===== src/rtl/anc_frame_scheduler.sv =====
// Per-sample sequencer for the ANC datapath: delay-line write, accumulator clear,
// FIR MAC sweep, optional LMS update sweep, then DAC load, with overrun detection.
module anc_frame_scheduler #(
  parameter int TAPS        = 32,
  parameter int ADDR_W      = 5,
  parameter int SYNC_STAGES = 2,
  parameter int LMS_EN      = 1
) (
  input  logic              Clk_100M,
  input  logic              Reset,
  input  logic              SSPIF,
  input  logic              Enable,
  input  logic              OverrunClr,
  output logic              RAMDataEN,
  output logic [ADDR_W-1:0] RAMWrAddr,
  output logic [ADDR_W-1:0] TapAddr,
  output logic              AccClr,
  output logic              FilterEN,
  output logic              UpdateEN,
  output logic              DACLoad,
  output logic              Busy,
  output logic              Overrun
);

  typedef enum logic [2:0] {IDLE, WRITE, CLR, MAC, UPD, OUT} state_t;

  localparam logic [ADDR_W-1:0] LAST_TAP = ADDR_W'(TAPS - 1);

  state_t                 state;
  logic [SYNC_STAGES-1:0] sync;
  logic                   sync_prev;
  logic                   sample_req;
  logic [ADDR_W-1:0]      newest;
  logic [ADDR_W-1:0]      k;

  // Request is registered after the edge detector, so the write strobe lands
  // SYNC_STAGES+1 cycles after the first clock edge that samples SSPIF high.
  always_ff @(posedge Clk_100M or negedge Reset) begin
    if (!Reset) begin
      sync       <= '0;
      sync_prev  <= 1'b0;
      sample_req <= 1'b0;
    end else begin
      sync       <= {sync[SYNC_STAGES-2:0], SSPIF};
      sync_prev  <= sync[SYNC_STAGES-1];
      sample_req <= sync[SYNC_STAGES-1] & ~sync_prev;
    end
  end

  always_ff @(posedge Clk_100M or negedge Reset) begin
    if (!Reset) begin
      state     <= IDLE;
      RAMDataEN <= 1'b0;
      RAMWrAddr <= '0;
      TapAddr   <= '0;
      AccClr    <= 1'b0;
      FilterEN  <= 1'b0;
      UpdateEN  <= 1'b0;
      DACLoad   <= 1'b0;
      Overrun   <= 1'b0;
      newest    <= '0;
      k         <= '0;
    end else begin
      RAMDataEN <= 1'b0;
      AccClr    <= 1'b0;
      FilterEN  <= 1'b0;
      UpdateEN  <= 1'b0;
      DACLoad   <= 1'b0;

      // Set has priority over clear so a fresh overrun is never lost.
      if (sample_req && state != IDLE) begin
        Overrun <= 1'b1;
      end else if (OverrunClr) begin
        Overrun <= 1'b0;
      end

      case (state)
        IDLE: begin
          if (sample_req && Enable) begin
            state     <= WRITE;
            RAMDataEN <= 1'b1;
          end
        end
        WRITE: begin
          newest    <= RAMWrAddr;
          RAMWrAddr <= RAMWrAddr + 1'b1;
          AccClr    <= 1'b1;
          k         <= '0;
          state     <= CLR;
        end
        CLR: begin
          FilterEN <= 1'b1;
          TapAddr  <= newest;
          k        <= '0;
          state    <= MAC;
        end
        MAC: begin
          if (k == LAST_TAP) begin
            if (LMS_EN != 0) begin
              UpdateEN <= 1'b1;
              TapAddr  <= newest;
              k        <= '0;
              state    <= UPD;
            end else begin
              DACLoad <= 1'b1;
              state   <= OUT;
            end
          end else begin
            FilterEN <= 1'b1;
            TapAddr  <= newest - (k + 1'b1);
            k        <= k + 1'b1;
          end
        end
        UPD: begin
          if (k == LAST_TAP) begin
            DACLoad <= 1'b1;
            state   <= OUT;
          end else begin
            UpdateEN <= 1'b1;
            TapAddr  <= newest - (k + 1'b1);
            k        <= k + 1'b1;
          end
        end
        OUT: begin
          state <= IDLE;
        end
        default: begin
          state <= IDLE;
        end
      endcase
    end
  end

  assign Busy = (state != IDLE);

endmodule

===== config.mk =====
export PLATFORM = sky130hd
export DESIGN_NAME = anc_frame_scheduler
export DESIGN_NICKNAME = d
export VERILOG_FILES = /design/src/rtl/anc_frame_scheduler.sv
export SDC_FILE = /design/constraint.sdc
export NUM_CORES = 1
export LEC_CHECK = 0
export ABC_AREA = 1
export BUFFER_PORTS_ARGS = -buffer_cell sky130_fd_sc_hd__buf_2
export CORE_AREA = 2 2 88 48
export DETAILED_ROUTE_END_ITERATION = 8
export DIE_AREA = 0 0 90 50
export GPL_TIMING_DRIVEN = 0
export HOLD_SLACK_MARGIN = 0.1
export PLACE_DENSITY = 0.68
export RECOVER_POWER = 100
export SYNTH_ARGS = -nofsm -noshare
export SYNTH_HDL_FRONTEND = slang
export SYNTH_SLANG_ARGS = --single-unit

===== constraint.sdc =====
create_clock -name Clk_100M -period 2 [get_ports Clk_100M]
set_input_delay 0.4 -clock Clk_100M [delete_from_list [all_inputs] [get_ports Clk_100M]]
set_output_delay 0.4 -clock Clk_100M [all_outputs]
set_load 0.01 [all_outputs]

==> out/qor.yml, run 1 <==
status:
  outcome: "complete, no violations"
clock_network:
  cts.path.max_buffers: 2
  cts_hold_buf: 0
  ctsResizeCount: 0
  post_cts_buffers: 0
  htreeDepth: 2
  clk_latency_ns: 0.28
  cts_tree: "done"
  cts_buffers: 5
  root_buffer: "clkbuf_8"
  cts_sinks: 33
  clk_pin_slew_ns: 0.07
synthesis:
  synth-async-reset-ratio_pct: 100
  synthTopCellsByCount: "nand2_1 (50), dfrtp_1 (33), inv_1 (28)"
  syn_area_sq_um: 1590
  syn_avg_cell_area_sq_um: 8.52
  synth_area_leaders: "dfrtp_1 (52%), nand2_1 (12%), inv_1 (6.6%)"
  yosysMostFrequentCell: "nand2_1"
  syn_inst: 187
  synthFlopType: "dfrtp_1"
  yosys.cell_types.count: 22
  ys_ff_latch: 33
  synthesis.nets: 200
  synth-edff-count: 0
  ys_seq_area_share_pct: 51.8
  synth_top_area_share_pct: 51.8
  synth_top_area_cell: "dfrtp_1"
  yosysWarnings: 0
grt:
  grt_util_met2_pct: 19.3
  grt_usage_pct: 14.8
  grt_remaining_overflow: 0
  first_global_vias: 1131
  grt_pass1_wl_microns: 5240
  grt_max_degree: 34
  busiest_layer: "met1"
  antenna_found_initial: 0
  grtUsageMet1_pct: 23.1
  met3_usage_pct: 5.20
timing:
  tightest_slew_ns: 0.807
  timing.hold.ws_ns: 0.201
  min_period_ns: 1.83
  setup_violations: 0
  fin_worst_skew_ns: 0.00607
  min_period_over_period_pct: 91.4
  slew_headroom_pct: 46.2
  maxSlewViolCount: 0
  max_freq_mhz: 547
  finalHoldViolations: 0
  setup_ws_ns: 0.172
  tns_ns: 0
pwr:
  vdd_drop_max_mv: 0.711
  power.density_nw_per_um2: 1630
  power_leakage_nw: 0.928
floorplan:
  core_area_sq_um: 3720
  die_h_microns: 50
  num_rows: 16
  die_area_sq_um: 4500
  fp.dieW_microns: 90
  boundaryPins: 22
  start_util_pct: 42.8
setup_path:
  worstPathCellList: "ha_1 -> xor2_2 -> inv_1 -> ha_4 -> nand2_1 -> nand2_1 -> nand2_1 -> nand3_1 -> nand3_1 -> nand2_1 -> nand2_1"
  r2r_cells: 11
  r2r_start: "k[0]"
  slowest_delay_ns: 0.40
  r2r_slack_ns: 0.17
  crit_path_start_kind: "register"
  critPathKind: "register to register"
  cp_common_cell: "nand2_1"
  crit_end: "TapAddr[2]"
  cp-startpoint: "k[0]"
  worstPathArrival_ns: 2.00
  cp_slowest_cell: "dfrtp_1"
  cp.required_ns: 2.17
  end_kind: "register"
  timing.rr.end: "TapAddr[2]"
  cp_max_fo: 5
final_layout:
  n_fill_cell: 381
  final_core_util_pct: 49.8
  drive_above_1_share_pct: 10.2
  area_growth_pct: 16.2
  diodes: 0
  layout.nets: 228
detailed_routing:
  vias: 1238
  antenna_left: 0
  drt_pass1_iterations: 4
  wl_per_cell_microns: 11.3
  wirelength_microns: 3040
  route.detailed.drc: 0
  drt-initial-drc-count: 67
  drt-vias-per-instance: 4.60
place:
  portBuffers: 21
  preCtsSetupSlack_ns: 0.143
  dp_hpwl_microns: 2250
  gp_congestion: 0.852
min_path:
  min_path_type: "input pin to asynchronous set/reset pin"
job:
  cap_violations: 0
-- layer usage --
layer | vias up | wire length (microns)
li1 | 646 | -
met1 | 565 | 1720
met2 | 25 | 1150
met3 | 2 | 156
met4 | 0 | 11
met5 | - | 0
-- worst max-delay path: cells and delay by family, from the launching register on --
| family | cells | cell delay [ns] |
|---|---|---|
| flops | 1 | 0.40 |
| xor+xnor | 1 | 0.20 |
| buf+inv | 1 | 0.09 |
| fa+ha+maj | 2 | 0.54 |
| simple gates | 7 | 0.47 |
-- cells by family after synthesis --
logic type / synth area share, %
buffers and inverters: 7.30
adder cells (fa/ha/maj): 6.75
AND/OR/NAND/NOR: 24.8
AO/OA/AOI/OAI: 6.59
XOR/XNOR: 2.75
flip-flops: 51.8
-- registers in the layout (all words and copies together) (netlist names), 2 cells and up --
signal     cells
RAMWrAddr      5
state          3
newest         5
sync           2
k              5
TapAddr        5
-- how the worst min path moves through the flow --
stage                     slack (ns)         end     from
after floorplan                 0.10      AccClr    Reset
after global placement          0.33     sync[1]  sync[0]
after detailed placement        0.34     sync[1]  sync[0]
after CTS                       0.20  TapAddr[4]    Reset
after global routing            0.21     sync[0]    SSPIF
final                           0.20    UpdateEN    Reset
-- layout make-up --
| class | count | area, sq um | area share [%] |
|---|---|---|---|
| clock buffer | 7 | 86.3 | 4.66 |
| inverter | 31 | 116 | 6.28 |
| multi-input combinational | 123 | 673 | 36.3 |
| sequential | 33 | 826 | 44.6 |
| tap | 54 | 67.6 | 3.65 |
| timing repair buffer | 21 | 83.8 | 4.52 |
-- where the power goes --
part | leakage [nW] | switching [mW] | total [mW] | internal, mW
combinational | 0.461 | 0.921 | 1.44 | 0.522
sequential | 0.422 | 0.178 | 1.08 | 0.901
clock | 0.0443 | 0.222 | 0.495 | 0.273
-- through the flow --
| step | total power [mW] | cells | instance area [sq um] |
|---|---|---|---|
| after global routing | 3.32 | 269 | 1850 |
| after detailed placement | 2.50 | 262 | 1770 |
| final | 3.02 | 269 | 1850 |
| after floorplan | 2.10 | 187 | 1590 |
| after global placement | 2.48 | 262 | 1770 |
| after CTS | 3.02 | 269 | 1850 |
-- cells in the final DEF, fill, tap and decap left out, drive strengths merged --
cell / count
buf: 3
o21ai: 13
o22ai: 1
nand4: 2
a21oi: 5
inv: 31
nor2: 16
nor3: 2
a22o: 1
clkbuf: 25
nand2: 54
nand3: 15
nand3b: 1
xor2: 4
xnor2: 1
ha: 7
dfrtp: 33
fa: 1
No activity file was read; power rests on OpenSTA's default activity.
==> run 2: changes to the inputs <==
Settings changed: CTS_BUF_LIST set to sky130_fd_sc_hd__clkbuf_4.
==> run 2 against run 1 <==
Net effect: the flow now finishes with violations (capacitance limit, slew limit); sequential power about the same; first-iteration DRC count fell by 49%; clock skew is 0.0022 ns higher; die area unchanged; non-clock buffer count unchanged; critical endpoint unchanged; largest cell class unchanged; highest routed layer unchanged.
==> out/qor.yml, run 2 (synthesis gave the netlist of run 1 again) <==
final_layout:
  area_growth_pct: 13.8
  n_fill_cell: 390
  drive_above_1_share_pct: 9.77
  layout_commonest_cell: "nand2_1"
  final_cell_mix: "nand2_1 (50), dfrtp_1 (33), inv_1 (29)"
  layout.nets: 228
  diodes: 0
timing:
  setup_ws_ns: 0.173
  fin_worst_skew_ns: 0.00832
  setup_violations: 0
  tightest_slew_ns: 1.75
  tns_ns: 0
  max_freq_mhz: 547
  min_period_over_period_pct: 91.3
  finalHoldViolations: 0
  maxSlewViolCount: 34
  min_period_ns: 1.83
  slew_headroom_pct: -16.5
status:
  outcome: "finished with violations"
  violations: "capacitance limit, slew limit"
grt:
  grt_remaining_overflow: 0
  grt_pass1_wl_microns: 5240
  antenna_found_initial: 0
  grt_usage_pct: 14.9
  first_global_vias: 1142
  grt_max_degree: 34
floorplan:
  die_area_sq_um: 4500
  core_area_sq_um: 3720
  num_rows: 16
  die_h_microns: 50
  boundaryPins: 22
  fp.dieW_microns: 90
  start_util_pct: 42.8
pwr:
  power_leakage_nw: 0.910
  power.density_nw_per_um2: 1580
  vdd_drop_max_mv: 0.658
  total_power_mw: 2.87
clock_network:
  root_buffer: "clkbuf_4"
  htreeDepth: 2
  clk_latency_ns: 0.33
  cts_hold_buf: 0
  cts_tree: "done"
  cts_sinks: 33
  cts_buffers: 5
  clk_pin_slew_ns: 0.10
  cts.path.max_buffers: 2
setup_path:
  path_delay_family: "adder cells"
  cp_slowest_cell: "dfrtp_1"
  cp_max_fo: 5
  worstPathCellList: "ha_1 -> xor2_2 -> inv_1 -> ha_4 -> nand2_1 -> nand2_1 -> nand2_1 -> nand3_1 -> nand3_1 -> nand2_1 -> nand2_1"
  cp.required_ns: 2.23
  critPathKind: "register to register"
  end_kind: "register"
  critical_path_buf_inv_count: 1
  crit_path_start_kind: "register"
  slowest_delay_ns: 0.41
  worstPathArrival_ns: 2.06
  cp_common_cell: "nand2_1"
detailed_routing:
  wirelength_microns: 3030
  drt_pass1_iterations: 4
  drt-vias-per-instance: 4.62
  wl_per_cell_microns: 11.3
  antenna_left: 0
  drt-initial-drc-count: 34
  route.detailed.drc: 0
  vias: 1243
place:
  dp_hpwl_microns: 2250
  preCtsSetupSlack_ns: 0.143
  portBuffers: 21
  gp_congestion: 0.852
min_path:
  min_path_type: "input pin to register"
job:
  cap_violations: 1
[run 2: cell count changes in the layout (fill, tap and decap cells not counted), sizes merged]
cell and delta:
clkinv +1, clkbuf -1
[run 2: report_power, final]
| group | internal [mW] | switching, mW | leakage [nW] |
|---|---|---|---|
| combinational | 0.522 | 0.921 | 0.458 |
| clock | 0.141 | 0.208 | 0.0292 |
| sequential | 0.898 | 0.178 | 0.422 |
[run 2: area by class of cell]
cell class | count | area [sq um] | area share (%)
multi-input cells | 123 | 673 | 37.1
repair buffers | 21 | 82.6 | 4.55
inverters | 31 | 116 | 6.41
flip-flops and latches | 33 | 826 | 45.5
clock buffers | 6 | 45.0 | 2.48
well taps | 54 | 67.6 | 3.72
clock inverters | 1 | 3.75 | 0.207
[run 2: metrics by stage]
stage | util, % | area, sq um | hold slack (ns) | instances
2_1_floorplan | - | 1590 | 0.104 | 187
3_3_place_gp | 47.4 | 1770 | 0.334 | 262
6_report | 48.7 | 1810 | 0.173 | 269
5_1_grt | 48.7 | 1810 | 0.152 | 269
4_1_cts | 48.8 | 1820 | 0.135 | 269
3_5_place_dp | 47.4 | 1770 | 0.339 | 262
[run 2: final timing paths]
kind                               to  slack (ns)  cells after the start  startpoint
setup / recovery           TapAddr[2]        0.17                     11        k[0]
hold / removal                sync[0]        0.17                      1       SSPIF
setup reg to reg           TapAddr[2]        0.17                     11        k[0]
hold reg to reg               sync[1]        0.36                      0     sync[0]
max in group asynchronous      AccClr        0.47                      1       Reset
min in group asynchronous  TapAddr[4]        0.52                      1       Reset
[run 2: repair_timing]
item	CTS	global route
setup endpoints to repair	0	2
buffers inserted	0	0
gates resized for setup	0	4
[run 2: layer usage]
metal	track usage, %	part of all wire (%)	up-vias
li1	-	-	643
met1	23.0	55	561
met2	19.5	38	32
met3	4.74	5.8	7
met4	3.85	1.1	0
met5	0	0	-
